==> config.mk <==
export PLATFORM = sky130hd
export DESIGN_NAME = mips_instr_encoder
export DESIGN_NICKNAME = d
export VERILOG_FILES = /design/src/rtl/mips_instr_encoder_pkg.sv /design/src/rtl/mips_instr_encoder_pack.sv /design/src/rtl/mips_instr_encoder.sv
export SDC_FILE = /design/constraint.sdc
export NUM_CORES = 1
export LEC_CHECK = 0
export ABC_AREA = 1
export BUFFER_PORTS_ARGS = -buffer_cell sky130_fd_sc_hd__clkbuf_2
export CORE_ASPECT_RATIO = 0.9
export CORE_UTILIZATION = 50
export DETAILED_ROUTE_END_ITERATION = 7
export PLACE_DENSITY = 0.81
export RECOVER_POWER = 25
export SLEW_MARGIN = 30
export SYNTH_ARGS = -nofsm -noshare
export SYNTH_HDL_FRONTEND = slang
export SYNTH_HIERARCHICAL = 1
export SYNTH_SLANG_ARGS = --single-unit
==> constraint.sdc <==
create_clock -name clk -period 2.6 [get_ports clk]
set_input_delay 0.39 -clock clk [delete_from_list [all_inputs] [get_ports clk]]
set_output_delay 0.39 -clock clk [all_outputs]
set_load 0.05 [all_outputs]
==> src/rtl/mips_instr_encoder_pkg.sv <==
// Shared op enum, MIPS opcode/funct constants, encoder state encoding and word builders.
// Decoder and encoder both import this so field layouts stay in one place.
package mips_instr_encoder_pkg;

  typedef enum logic [3:0] {
    OP_NOP     = 4'd0,
    OP_ADDU    = 4'd1,
    OP_SUBU    = 4'd2,
    OP_SLL     = 4'd3,
    OP_JR      = 4'd4,
    OP_SYSCALL = 4'd5,
    OP_ADDIU   = 4'd6,
    OP_ORI     = 4'd7,
    OP_LW      = 4'd8,
    OP_SW      = 4'd9,
    OP_BEQ     = 4'd10,
    OP_LUI     = 4'd11,
    OP_JAL     = 4'd12,
    OP_J       = 4'd13,
    OP_LI      = 4'd14,
    OP_MOVE    = 4'd15
  } op_e;

  localparam logic [5:0] OPC_SPECIAL = 6'b000000;
  localparam logic [5:0] OPC_J       = 6'b000010;
  localparam logic [5:0] OPC_JAL     = 6'b000011;
  localparam logic [5:0] OPC_BEQ     = 6'b000100;
  localparam logic [5:0] OPC_ADDIU   = 6'b001001;
  localparam logic [5:0] OPC_ORI     = 6'b001101;
  localparam logic [5:0] OPC_LUI     = 6'b001111;
  localparam logic [5:0] OPC_LW      = 6'b100011;
  localparam logic [5:0] OPC_SW      = 6'b101011;

  localparam logic [5:0] FN_SLL      = 6'b000000;
  localparam logic [5:0] FN_JR       = 6'b001000;
  localparam logic [5:0] FN_SYSCALL  = 6'b001100;
  localparam logic [5:0] FN_ADDU     = 6'b100001;
  localparam logic [5:0] FN_SUBU     = 6'b100011;

  typedef enum logic [1:0] {
    ST_EMPTY = 2'd0,
    ST_ONE   = 2'd1,
    ST_PEND  = 2'd2
  } state_e;

  function automatic logic [31:0] r_word(input logic [4:0] rs, input logic [4:0] rt,
                                         input logic [4:0] rd, input logic [4:0] shamt,
                                         input logic [5:0] funct);
    return {OPC_SPECIAL, rs, rt, rd, shamt, funct};
  endfunction

  function automatic logic [31:0] i_word(input logic [5:0] opc, input logic [4:0] rs,
                                         input logic [4:0] rt, input logic [15:0] imm);
    return {opc, rs, rt, imm};
  endfunction

  function automatic logic [31:0] j_word(input logic [5:0] opc, input logic [25:0] index);
    return {opc, index};
  endfunction

endpackage

==> src/rtl/mips_instr_encoder_pack.sv <==
// Combinational descriptor-to-word mapping; pseudo-ops expand to one or two words.
// Operand range flagging exists only with MIPS_INSTR_ENC_RANGE_CHECK_EN, otherwise range_err is 0.
module mips_instr_pack
  import mips_instr_encoder_pkg::*;
(
  input  logic [3:0]  op,
  input  logic [4:0]  rs,
  input  logic [4:0]  rt,
  input  logic [4:0]  rd,
  input  logic [4:0]  shamt,
  input  logic [31:0] imm,
  output logic [31:0] word0,
  output logic [31:0] word1,
  output logic        two_word,
  output logic        range_err
);

  always_comb begin
    word0    = '0;
    word1    = '0;
    two_word = 1'b0;
    case (op_e'(op))
      OP_NOP:     word0 = '0;
      OP_ADDU:    word0 = r_word(rs, rt, rd, 5'd0, FN_ADDU);
      OP_SUBU:    word0 = r_word(rs, rt, rd, 5'd0, FN_SUBU);
      OP_SLL:     word0 = r_word(5'd0, rt, rd, shamt, FN_SLL);
      OP_JR:      word0 = r_word(rs, 5'd0, 5'd0, 5'd0, FN_JR);
      OP_SYSCALL: word0 = r_word(5'd0, 5'd0, 5'd0, 5'd0, FN_SYSCALL);
      OP_ADDIU:   word0 = i_word(OPC_ADDIU, rs, rt, imm[15:0]);
      OP_ORI:     word0 = i_word(OPC_ORI, rs, rt, imm[15:0]);
      OP_LW:      word0 = i_word(OPC_LW, rs, rt, imm[15:0]);
      OP_SW:      word0 = i_word(OPC_SW, rs, rt, imm[15:0]);
      OP_BEQ:     word0 = i_word(OPC_BEQ, rs, rt, imm[15:0]);
      OP_LUI:     word0 = i_word(OPC_LUI, 5'd0, rt, imm[15:0]);
      OP_JAL:     word0 = j_word(OPC_JAL, imm[25:0]);
      OP_J:       word0 = j_word(OPC_J, imm[25:0]);
      OP_LI: begin
        // Small constants fit a single ORI from $0; otherwise build the upper half first.
        if (imm[31:16] == 16'd0) begin
          word0 = i_word(OPC_ORI, 5'd0, rt, imm[15:0]);
        end else begin
          word0    = i_word(OPC_LUI, 5'd0, rt, imm[31:16]);
          word1    = i_word(OPC_ORI, rt, rt, imm[15:0]);
          two_word = 1'b1;
        end
      end
      OP_MOVE:    word0 = r_word(rs, 5'd0, rd, 5'd0, FN_ADDU);
      default:    word0 = '0;
    endcase
  end

`ifdef MIPS_INSTR_ENC_RANGE_CHECK_EN
  logic simm_bad;
  assign simm_bad = (imm[31:16] != {16{imm[15]}});

  always_comb begin
    range_err = 1'b0;
    case (op_e'(op))
      OP_ADDIU, OP_LW, OP_SW, OP_BEQ: range_err = simm_bad;
      OP_ORI, OP_LUI:                 range_err = (imm[31:16] != 16'd0);
      OP_JAL, OP_J:                   range_err = (imm[31:26] != 6'd0);
      default:                        range_err = 1'b0;
    endcase
  end
`else
  assign range_err = 1'b0;
`endif

endmodule

==> src/rtl/mips_instr_encoder.sv <==
// Encodes op descriptors into MIPS words with one-cycle latency; LI may take two output beats.
// Input stalls while a word is held and unaccepted; MIPS_INSTR_ENC_RANGE_CHECK_EN enables err.
module mips_instr_encoder
  import mips_instr_encoder_pkg::*;
#(
  parameter int COUNT_W = 16
) (
  input  logic               clk,
  input  logic               reset,
  input  logic               in_valid,
  output logic               in_ready,
  input  logic [3:0]         in_op,
  input  logic [4:0]         in_rs,
  input  logic [4:0]         in_rt,
  input  logic [4:0]         in_rd,
  input  logic [4:0]         in_shamt,
  input  logic [31:0]        in_imm,
  output logic               out_valid,
  input  logic               out_ready,
  output logic [31:0]        out_instr,
  output logic               out_last,
  output logic               err,
  output logic [COUNT_W-1:0] instr_count
);

  state_e              state_q, state_d;
  logic [31:0]         instr_q, instr_d;
  logic [31:0]         pend_q, pend_d;
  logic                last_q, last_d;
  logic                err_q, err_d;
  logic [COUNT_W-1:0]  count_q, count_d;

  logic [31:0] word0, word1;
  logic        two_word, range_err;
  logic        accept, out_fire;

  mips_instr_pack u_pack (
    .op        (in_op),
    .rs        (in_rs),
    .rt        (in_rt),
    .rd        (in_rd),
    .shamt     (in_shamt),
    .imm       (in_imm),
    .word0     (word0),
    .word1     (word1),
    .two_word  (two_word),
    .range_err (range_err)
  );

  assign in_ready  = (state_q == ST_EMPTY) || ((state_q == ST_ONE) && out_ready);
  assign accept    = in_valid && in_ready;
  assign out_valid = (state_q != ST_EMPTY);
  assign out_fire  = out_valid && out_ready;

  assign out_instr   = instr_q;
  assign out_last    = last_q;
  assign err         = err_q;
  assign instr_count = count_q;

  always_ff @(posedge clk) begin
    if (!reset) begin
      state_q <= ST_EMPTY;
      instr_q <= '0;
      pend_q  <= '0;
      last_q  <= 1'b0;
      err_q   <= 1'b0;
      count_q <= '0;
    end else begin
      state_q <= state_d;
      instr_q <= instr_d;
      pend_q  <= pend_d;
      last_q  <= last_d;
      err_q   <= err_d;
      count_q <= count_d;
    end
  end

  always_comb begin
    state_d = state_q;
    instr_d = instr_q;
    pend_d  = pend_q;
    last_d  = last_q;
    err_d   = 1'b0;
    count_d = count_q + (out_fire ? COUNT_W'(1) : COUNT_W'(0));

    case (state_q)
      ST_EMPTY, ST_ONE: begin
        if (accept) begin
          instr_d = word0;
          pend_d  = word1;
          err_d   = range_err;
          if (two_word) begin
            state_d = ST_PEND;
            last_d  = 1'b0;
          end else begin
            state_d = ST_ONE;
            last_d  = 1'b1;
          end
        end else if ((state_q == ST_ONE) && out_ready) begin
          state_d = ST_EMPTY;
        end
      end
      ST_PEND: begin
        if (out_ready) begin
          instr_d = pend_q;
          last_d  = 1'b1;
          state_d = ST_ONE;
        end
      end
      default: state_d = ST_EMPTY;
    endcase
  end

endmodule

==> flow_summary.ini <==
[critical_path]
cp.required_ns = 2.82
r2r-end = pend_q[3]
crit_chain = nand2_1, nand3_4, clkinv_1, nand2_1, a21oi_1
worst_r2r_path_depth = 5
reg2reg_from = state_q[0]
worstPathMaxFanout = 33
slowest_stage = clkinv_1
path_common_cell = nand2_1
cp-end-kind = flip-flop
worstSetupStartpointType = flip-flop
reg2reg_slack_ns = 0.55
slowest_delay_ns = 0.84
cp.arrival_ns = 2.28
path_class = reg2reg

[clock_tree]
ctsHoldBuffers = 0
cts_buffers = 9
clk_latency_ns = 0.35
post-cts-setup-buffer-count = 0
h-tree-depth = 3
clock_tree.buffer_depth = 2
cts-root-buf = clkbuf_8
cts.sinks = 84
ctsResizeCount = 0
cts_tree = done
clk_pin_slew_ns = 0.08

[synthesis]
synth_top_area_cell = dfxtp_1
synth.most_common_cell = nand2_1
syn_area_per_cell_um2 = 6.25
synthMuxAreaShare_pct = 0
synthFlopType = dfxtp_1
synth.top_cell.area_share_pct = 33.8
synth_cell_type_count = 33
async_flop_share_pct = 0
seq_area_frac_synth_pct = 33.8
synth_xor_area_share_pct = 0.352
synth_edf_count = 0
syn_inst = 797
synth_compound_area_share_pct = 11.1
synth_top_family_by_area = simple AND/OR/NAND/NOR gates
synthAdderAreaFrac_pct = 0.754
ys.warnings.count = 6
synth-seq-cells = 84
netlist_area_um2 = 4980
synth_simple_gate_area_share_pct = 39.5
ys_top_cells_by_area = dfxtp_1 (34%), nand2_1 (20%), nand3_1 (11%), a21oi_1 (8.3%), inv_1 (6.3%)
yosys-top-cells-count = nand2_1 (266), nand3_1 (107), dfxtp_1 (84), inv_1 (84), a21oi_1 (83)

[placed_design]
hpwl_mm = 9.54
placed_area_um2 = 5400
preCtsSetupSlack_ns = 0.499
port-buffer-count = 111
place_congestion = 1.02

[sta]
whs_ns = 0.378
tightestPinTransition_ns = 0.986
finalHoldViolCount = 0
rsz0062_at_grt = false
min_period_ns = 2.05
layout_setup_ws_ns = 0.549
max_freq_mhz = 488
finalClockSkew_ns = 0.0107
post-route-period-util_pct = 78.9
finalSetupViolations = 0
slew_viol_final = 0
tns_ns = 0
slew_headroom_pct = 33.9

[global_route]
grtUsageTotal_pct = 27.3
grt_first_pass_wirelength_mm = 22.8
grt_max_degree = 38
grt_pass1_vias = 4845
antenna_found_initial = 0
overflow = 0

[drt]
drtAntennaViolNets = 0
drt-total-wl_mm = 13.4
firstDrtPassIters = 5
drt-initial-drc-count = 559
wl_per_cell_um = 13.3
drc = 0
vias_per_cell = 5.25
vias = 5286

[power]
ir_worst_vdd_uv = 309
leakage_nw = 2.72
power_density_nw_per_um2 = 521

[cells_and_area]
post-route-util_pct = 57.7
nNetsFinal = 939
multi_input_area_um2 = 2590
antennaDiodeCount = 0
syn_to_final_growth_pct = 12.0
drive_above_1_share_pct = 14.6
fillers = 1000
regArea_um2 = 1680
final_cell_area_um2 = 5580

[hold_path]
whs_path_depth = 3
hold_end = instr_count[0]
hold_start = reset
hp-class = in2reg

[run_status]
outcome = finished, final reports clean

[floorplan]
ios = 112
core-area_um2 = 9660
rows = 34
start_util_pct = 51.6
die_y_um = 96.7
dieArea_um2 = 10400
die_x_um = 107

[run]
cap_violations = 0
==> sequential cells by signal (all words and copies together) (netlist names) <==
name / flops
err: 1
out_last: 1
out_instr: 32
state_q: 2
pend_q: 32
instr_count: 16
==> cells by family after synthesis <==
family,Yosys count
DFF,84
buffers and inverters,145
xor gates and xnor gates,2
other,1
and+or+nand+nor,457
adders and majority gates,3
AOI/OAI and AO/OA,105
==> metal layers <==
layer | wire length, µm | track usage [%] | vias to the layer above
li1 | - | - | 2671
met1 | 6000 | 37.6 | 2354
met2 | 5990 | 42.2 | 235
met3 | 1080 | 5.32 | 26
met4 | 352 | 9.80 | 0
met5 | 0 | 0 | -
==> placed cells by master, fill, tap and decap left out, types with 2 or more instances in the layout <==
master and n:
nand2_1 266, dfxtp_1 84, nand2_4 5, nor2_1 63, inv_2 5, inv_1 82, o21ai_0 6, clkbuf_2 83
clkbuf_8 11, nand3_1 107, clkinv_4 2, nor2_4 3, buf_4 8, nand3_4 2, a21oi_1 83, nand2_2 4
clkbuf_1 29, o22ai_1 10, conb_1 5, ha_1 3, nor3_1 3
==> critical path: cells and delay by family (launching register included) <==
kind	cells	cell delay [ns]
and+or+nand+nor	3	0.61
buffers and inverters	1	0.84
DFF	1	0.37
AOI/OAI and AO/OA	1	0.10
==> report_power, final <==
part	total [mW]	switching (mW)	leakage, nW	internal [mW]
logic	0.576	0.421	1.93	0.155
clock network	0.981	0.482	0.106	0.499
registers	1.35	0.0213	0.682	1.33
==> through the flow <==
| step | total power [mW] | instances |
|---|---|---|
| 2_1_floorplan | 1.81 | 801 |
| 3_3_place_gp | 1.95 | 991 |
| 3_5_place_dp | 1.95 | 991 |
| 4_1_cts | 2.93 | 1007 |
| 5_1_grt | 3.05 | 1007 |
| 6_report | 2.91 | 1007 |
==> cell type report <==
class	count	share of cell area [%]
Timing Repair Buffer	121	10.8
Tap cell	126	2.83
Clock inverter	5	1.08
Inverter	88	5.92
Clock buffer	11	2.72
Multi-Input combinational cell	572	46.5
Sequential cell	84	30.2
==> how the worst max path moves through the flow <==
stage / start / to / slack [ns]
2_1_floorplan: state_q[1] / instr_count[10] / 0.70
4_1_cts: state_q[1] / instr_count[10] / 0.69
3_3_place_gp: out_ready / pend_q[6] / 0.57
6_report: state_q[0] / pend_q[3] / 0.55
5_1_grt: state_q[0] / pend_q[13] / 0.35
3_5_place_dp: out_ready / pend_q[13] / 0.50
Power figures use the tool's default switching activity.
